$ cat config.mk
export PLATFORM = sky130hd
export DESIGN_NAME = div_ratio_sched
export DESIGN_NICKNAME = d
export VERILOG_FILES = /design/src/rtl/div_ratio_sched_pkg.sv /design/src/rtl/div_ratio_sched_arb.sv /design/src/rtl/div_ratio_sched.sv
export SDC_FILE = /design/constraint.sdc
export NUM_CORES = 1
export LEC_CHECK = 0
export ABC_AREA = 1
export BUFFER_PORTS_ARGS = -buffer_cell sky130_fd_sc_hd__buf_2
export CORE_UTILIZATION = 52
export CTS_BUF_LIST = sky130_fd_sc_hd__clkbuf_8 sky130_fd_sc_hd__clkbuf_16
export CTS_CLUSTER_SIZE = 20
export DETAILED_ROUTE_END_ITERATION = 6
export PLACE_DENSITY_LB_ADDON = 0.1
export SYNTH_ARGS = -nofsm -noshare
export SYNTH_HDL_FRONTEND = slang
export SYNTH_HIERARCHICAL = 1
export SYNTH_SLANG_ARGS = --single-unit
$ cat constraint.sdc
create_clock -name fin -period 3.1 [get_ports fin]
set_input_delay 0.62 -clock fin [delete_from_list [all_inputs] [get_ports fin]]
set_output_delay 0.62 -clock fin [all_outputs]
set_load 0.02 [all_outputs]
$ cat src/rtl/div_ratio_sched_pkg.sv
// Shared types and helpers for the div_ratio_sched clock-divider controller:
// FSM states, minimum legal ratio and the fout high/low threshold.
package div_ratio_sched_pkg;

    typedef enum logic {RUN, HOLD} state_e;

    localparam int MIN_DIV = 2;
    localparam int MAX_W   = 16;

    // Length of the low phase: ceil(ratio/2), so odd ratios get the extra low cycle.
    function automatic logic [MAX_W-1:0] half_of(input logic [MAX_W-1:0] ratio);
        logic [MAX_W:0] sum;
        sum = {1'b0, ratio} + {{MAX_W{1'b0}}, 1'b1};
        return sum[MAX_W:1];
    endfunction

endpackage

$ cat src/rtl/div_ratio_sched_arb.sv
// Combinational round-robin arbiter: the first active request at or after the
// pointer wins. The pointer register lives in the parent.
module rr_arbiter #(
    parameter int NREQ = 2,
    parameter int IW   = $clog2(NREQ)
) (
    input  logic [NREQ-1:0] req_i,
    input  logic [IW-1:0]   ptr_i,
    output logic [NREQ-1:0] grant_o,
    output logic [IW-1:0]   winner_o
);

    logic          found;
    logic [IW:0]   sum;
    logic [IW-1:0] idx;

    // Sum is one bit wider than the pointer so the wrap compare cannot overflow.
    always_comb begin
        grant_o  = '0;
        winner_o = '0;
        found    = 1'b0;
        sum      = '0;
        idx      = '0;
        for (int i = 0; i < NREQ; i++) begin
            sum = {1'b0, ptr_i} + (IW+1)'(i);
            if (sum >= (IW+1)'(NREQ)) begin
                sum = sum - (IW+1)'(NREQ);
            end
            idx = sum[IW-1:0];
            if (!found && req_i[idx]) begin
                found         = 1'b1;
                grant_o[idx]  = 1'b1;
                winner_o      = idx;
            end
        end
    end

endmodule

$ cat src/rtl/div_ratio_sched.sv
// Divide counter with glitch-free ratio changes arbitrated among NREQ requesters.
// Optional macro DIV_RATIO_SCHED_LOCK_EN adds a cfg_lock input that blocks new grants.
module div_ratio_sched
    import div_ratio_sched_pkg::*;
#(
    parameter int W         = 4,
    parameter int N_DEFAULT = 8,
    parameter int NREQ      = 2
) (
    input  logic              fin,
    input  logic              reset,
    input  logic [NREQ-1:0]   req_valid,
    input  logic [NREQ*W-1:0] req_div,
`ifdef DIV_RATIO_SCHED_LOCK_EN
    input  logic              cfg_lock,
`endif
    output logic [NREQ-1:0]   req_ack,
    output logic              cfg_err,
    output logic              pending,
    output logic [W-1:0]      cur_div,
    output logic [W-1:0]      cnt,
    output logic              tick,
    output logic              fout
);

    localparam int IW = $clog2(NREQ);

    state_e        state_q, state_d;
    logic [W-1:0]  cnt_q, cnt_d;
    logic [W-1:0]  cur_div_q, cur_div_d;
    logic [W-1:0]  pend_div_q, pend_div_d;
    logic [IW-1:0] rr_q, rr_d;
    logic          cfg_err_q, cfg_err_d;
    logic          tick_q, tick_d;
    logic          fout_q, fout_d;

    logic [NREQ-1:0]  arbGrant;
    logic [IW-1:0]    arbWinner;
    logic [W-1:0]     winDiv;
    logic             grantEn;
    logic             isWrap;
    logic [MAX_W-1:0] halfD;

    rr_arbiter #(.NREQ(NREQ), .IW(IW)) arbiter (
        .req_i    (req_valid),
        .ptr_i    (rr_q),
        .grant_o  (arbGrant),
        .winner_o (arbWinner)
    );

    always_comb begin
        isWrap = (cnt_q == cur_div_q - W'(1));
`ifdef DIV_RATIO_SCHED_LOCK_EN
        grantEn = (state_q == RUN) && !cfg_lock && (|req_valid);
`else
        grantEn = (state_q == RUN) && (|req_valid);
`endif
        winDiv = '0;
        for (int i = 0; i < NREQ; i++) begin
            if (arbWinner == IW'(i)) begin
                winDiv = req_div[i*W +: W];
            end
        end
    end

    // A new ratio is only latched here; it reaches cur_div on a later wrap edge.
    always_comb begin
        state_d    = state_q;
        cnt_d      = isWrap ? '0 : cnt_q + W'(1);
        cur_div_d  = cur_div_q;
        pend_div_d = pend_div_q;
        rr_d       = rr_q;
        cfg_err_d  = 1'b0;
        case (state_q)
            RUN: begin
                if (grantEn) begin
                    rr_d = (arbWinner == IW'(NREQ-1)) ? '0 : arbWinner + IW'(1);
                    if (winDiv >= W'(MIN_DIV)) begin
                        pend_div_d = winDiv;
                        state_d    = HOLD;
                    end else begin
                        cfg_err_d = 1'b1;
                    end
                end
            end
            HOLD: begin
                if (isWrap) begin
                    cur_div_d = pend_div_q;
                    state_d   = RUN;
                end
            end
            default: state_d = RUN;
        endcase
        halfD  = half_of(MAX_W'(cur_div_d));
        fout_d = (MAX_W'(cnt_d) >= halfD);
        tick_d = (cnt_d == '0);
    end

    always_ff @(posedge fin or posedge reset) begin
        if (reset) begin
            state_q    <= RUN;
            cnt_q      <= '0;
            cur_div_q  <= W'(N_DEFAULT);
            pend_div_q <= '0;
            rr_q       <= '0;
            cfg_err_q  <= 1'b0;
            tick_q     <= 1'b0;
            fout_q     <= 1'b0;
        end else begin
            state_q    <= state_d;
            cnt_q      <= cnt_d;
            cur_div_q  <= cur_div_d;
            pend_div_q <= pend_div_d;
            rr_q       <= rr_d;
            cfg_err_q  <= cfg_err_d;
            tick_q     <= tick_d;
            fout_q     <= fout_d;
        end
    end

    assign req_ack = grantEn ? arbGrant : '0;
    assign cfg_err = cfg_err_q;
    assign pending = (state_q == HOLD);
    assign cur_div = cur_div_q;
    assign cnt     = cnt_q;
    assign tick    = tick_q;
    assign fout    = fout_q;

endmodule
==> qor.txt <==
=================================================================================
Mapped cell area                                                     0.00113 sq mm
Register clock-pin slew on the reported worst setup and hold paths        0.06 ns
Fraction of synthesized cell area taken by the top area cell type           35.5%
Largest buffer count on any clock path                                          2
Total detailed-routing wirelength                                         2.22 mm
Count of buffers added by post-CTS timing repair for setup                      0
CTS hold repair buffers                                                         0
Arrival time at the worst endpoint                                        2.69 ns
Unrepaired setup endpoints after global routing                                no
Initial drt markers                                                            16
# IOs                                                                          26
Yosys warning total                                                             6
Clock tree sinks                                                               17
EDFF count, synth                                                               0
Cell chosen for the clock root                                       sky130_fd_sc_hd__clkbuf_8
Share of post-route cells with drive strength above 1                       28.6%
Main area contributors after synthesis                               sky130_fd_sc_hd__dfrtp_1 (35%), sky130_fd_sc_hd__nand2_1 (15%), sky130_fd_sc_hd__inv_1 (8.3%)
Utilization after layout                                                    66.6%
Fraction of registers with async set or reset after synthesis                100%
Total global routing overflow                                                   0
Category of the worst setup path capture point                          flip-flop
Synthesized flop and latch total                                               17
Setup slack of the worst register-to-register path                        0.54 ns
Floorplan row count                                                            16
Syn-to-layout area delta                                                    18.2%
Number of violations of the max-capacitance limit                               0
Final worst-path cycle share                                                82.5%
Routed via count divided by cell count                                       4.95
Maximum frequency from static timing analysis                             391 MHz
Highest routed metal layer                                                   met4
Fin. max-slew vios                                                              0
Slowest library cell on the worst path                               sky130_fd_sc_hd__dfrtp_1
Mean instance size in the synthesized netlist                          7.73 sq um
Cts bufs inserted                                                               3
PostCTS Resize Cnt                                                              0
Most common cell in the synthesized netlist                          sky130_fd_sc_hd__nand2_1
Type of the worst setup path                                              reg2reg
CORE AREA                                                            0.00200 sq mm
Horizontal die dimension                                             48.6 microns
Wire length the detailed router placed on met1                            1.08 mm
Deepest level of the CTS H-tree                                                 1
Measured slew at the worst slew-check pin                                0.622 ns
Die area                                                             0.00236 sq mm
Clock network latency to the later pin of the worst-skew pair             0.25 ns
Cell type contributing the most total cell area after synthesis      sky130_fd_sc_hd__dfrtp_1
Critical Path, Cell by Cell                                          inv_1 > ha_1 > inv_1 > nand2_1 > nand2_1 > nor2_1 > nand4_2 > nand2_1 > nand2_1 > ha_1 > xnor2_1 > ha_1 > inv_1 > nor2_1 > o211ai_1 > nand3_1
Routed Antenna Nets                                                             0
Dominant delay contributor by cell family on the critical path        adder cells
Pre-antenna DRT Iters                                                           4
Total GRT Usage                                                             23.0%
Post-synthesis instance total                                                 146
Cell type with the highest occurrence count on the critical path     sky130_fd_sc_hd__nand2_1
Leading post-synthesis cells by instance count                       sky130_fd_sc_hd__nand2_1 (44), sky130_fd_sc_hd__inv_1 (25), sky130_fd_sc_hd__dfrtp_1 (16), sky130_fd_sc_hd__nand2_2 (9), sky130_fd_sc_hd__nor2_1 (8)
Wire length of the first global-routing pass                              4.16 mm
Total number of vias                                                        1,000
Number of antenna violations at the first check in global routing               0
Total met3 wirelength after detailed routing                           84 microns
Number of nets produced by synthesis                                          165
Primary FF master, synth                                             sky130_fd_sc_hd__dfrtp_1
Last weighted congestion value of the routability-driven placer             0.806
Max stage delay on crit path                                              0.41 ns
Setup skew after layout                                                0.00210 ns
Remaining max-slew budget at the tightest pin                               58.5%
Register-to-Register Path Depth                                                16
DP HPWL                                                                   1.83 mm
Final layout net count                                                        195
Count of different cell masters after synthesis                                23
Period minus WS final                                                     2.56 ns
Fraction of the yosys area taken by sequential cells                        37.8%
Top fanout value on the critical path                                           4
Summed negative setup slack over all endpoints                               0 ns
Data required time at the worst endpoint                                  3.23 ns
Vias in the first global route                                                961
Met2 wirelength from detailed routing                                     1.03 mm
Kind of start point of the critical path                                flip-flop
Worst min-delay path category                                            in2async
Number of antenna cells inserted                                                0
WL per Instance                                                      11.0 microns
Number of hold violations in the final report                                   0
Initial core utilization                                                    56.4%
CTS tree                                                                      yes
Count of buffers from port buffering                                           25
Residual DRC count                                                              0
Crit path setup slack, layout                                            0.543 ns
Number of gates on the worst path with buffers counted                         16
Largest net degree at the start of global routing                              18
Height of the chip                                                   48.6 microns
Crit path buf inv count                                                         3
Worst slack after detailed placement                                     0.575 ns
Outcome                                                              complete, no violations
Final Setup Violations                                                          0
=================================================================================
==> per-stage QoR <==
step / hold slack [ns] / cell area (sq um) / cells
finish: 0.431 / 1330 / 202
CTS: 0.452 / 1330 / 202
floorplan: 0.442 / 1130 / 146
global route: 0.504 / 1330 / 202
detailed placement: 0.483 / 1290 / 198
global placement: 0.474 / 1290 / 198
==> worst register-to-register path, stage by stage (launching register included) <==
cell and delay [ns]:
sky130_fd_sc_hd__dfrtp_1 0.41, sky130_fd_sc_hd__inv_1 0.08, sky130_fd_sc_hd__ha_1 0.30, sky130_fd_sc_hd__inv_1 0.04
sky130_fd_sc_hd__nand2_1 0.05, sky130_fd_sc_hd__nand2_1 0.06, sky130_fd_sc_hd__nor2_1 0.13, sky130_fd_sc_hd__nand4_2 0.17
sky130_fd_sc_hd__nand2_1 0.14, sky130_fd_sc_hd__nand2_1 0.08, sky130_fd_sc_hd__ha_1 0.21, sky130_fd_sc_hd__xnor2_1 0.17
sky130_fd_sc_hd__ha_1 0.26, sky130_fd_sc_hd__inv_1 0.07, sky130_fd_sc_hd__nor2_1 0.04, sky130_fd_sc_hd__o211ai_1 0.15
sky130_fd_sc_hd__nand3_1 0.08
==> final timing paths <==
check	endpoint	start
worst max register to register	fout	cur_div[1]
max in group asynchronous	cur_div[0]	reset
worst max-delay path	fout	cur_div[1]
worst min-delay path	pend_div_q[0]	reset
worst min register to register	pend_div_q[3]	pend_div_q[3]
min in group fin	pend_div_q[3]	pend_div_q[3]
==> layout by cell type, fill, tap and decap left out, drive strengths merged, types with 5 or more instances in the layout <==
cell and instances:
buf 25, nand3 7, dfrtp 16, nor2 9, nand2 54, inv 27
nand4 8, ha 7, o21ai 5
==> cell type report <==
| type | instances | area (sq um) |
|---|---|---|
| repair buffers | 25 | 125 |
| multi-input cells | 101 | 597 |
| well taps | 27 | 33.8 |
| fillers | 188 | 668 |
| clock inverters | 1 | 5.00 |
| flip-flops and latches | 17 | 427 |
| inverters | 28 | 105 |
| clock buffers | 3 | 41.3 |
==> sequential cells by signal, indices dropped and copies added (netlist names) <==
signal      count
rr_q            1
cfg_err         1
fout            1
pending         1
cnt             4
pend_div_q      4
cur_div         4
tick            1
==> cells by family after synthesis <==
| family | count (synthesis) | synth area share, % |
|---|---|---|
| muxes | 3 | 2.88 |
| AOI/OAI and AO/OA | 10 | 5.21 |
| adders and majority gates | 7 | 7.76 |
| xor gates and xnor gates | 3 | 2.33 |
| DFF | 17 | 37.8 |
| buffers and inverters | 28 | 9.31 |
| and+or+nand+nor | 78 | 34.7 |
==> per-layer routing <==
layer,global-route usage [%],up-vias
li1,-,518
met1,31.1,456
met2,37.1,23
met3,4.09,3
met4,7.84,0
met5,0,-
Power is left out: the tool's default activity adds up to more than one toggle a clock period on the data nets, which glitch-free logic cannot reach.
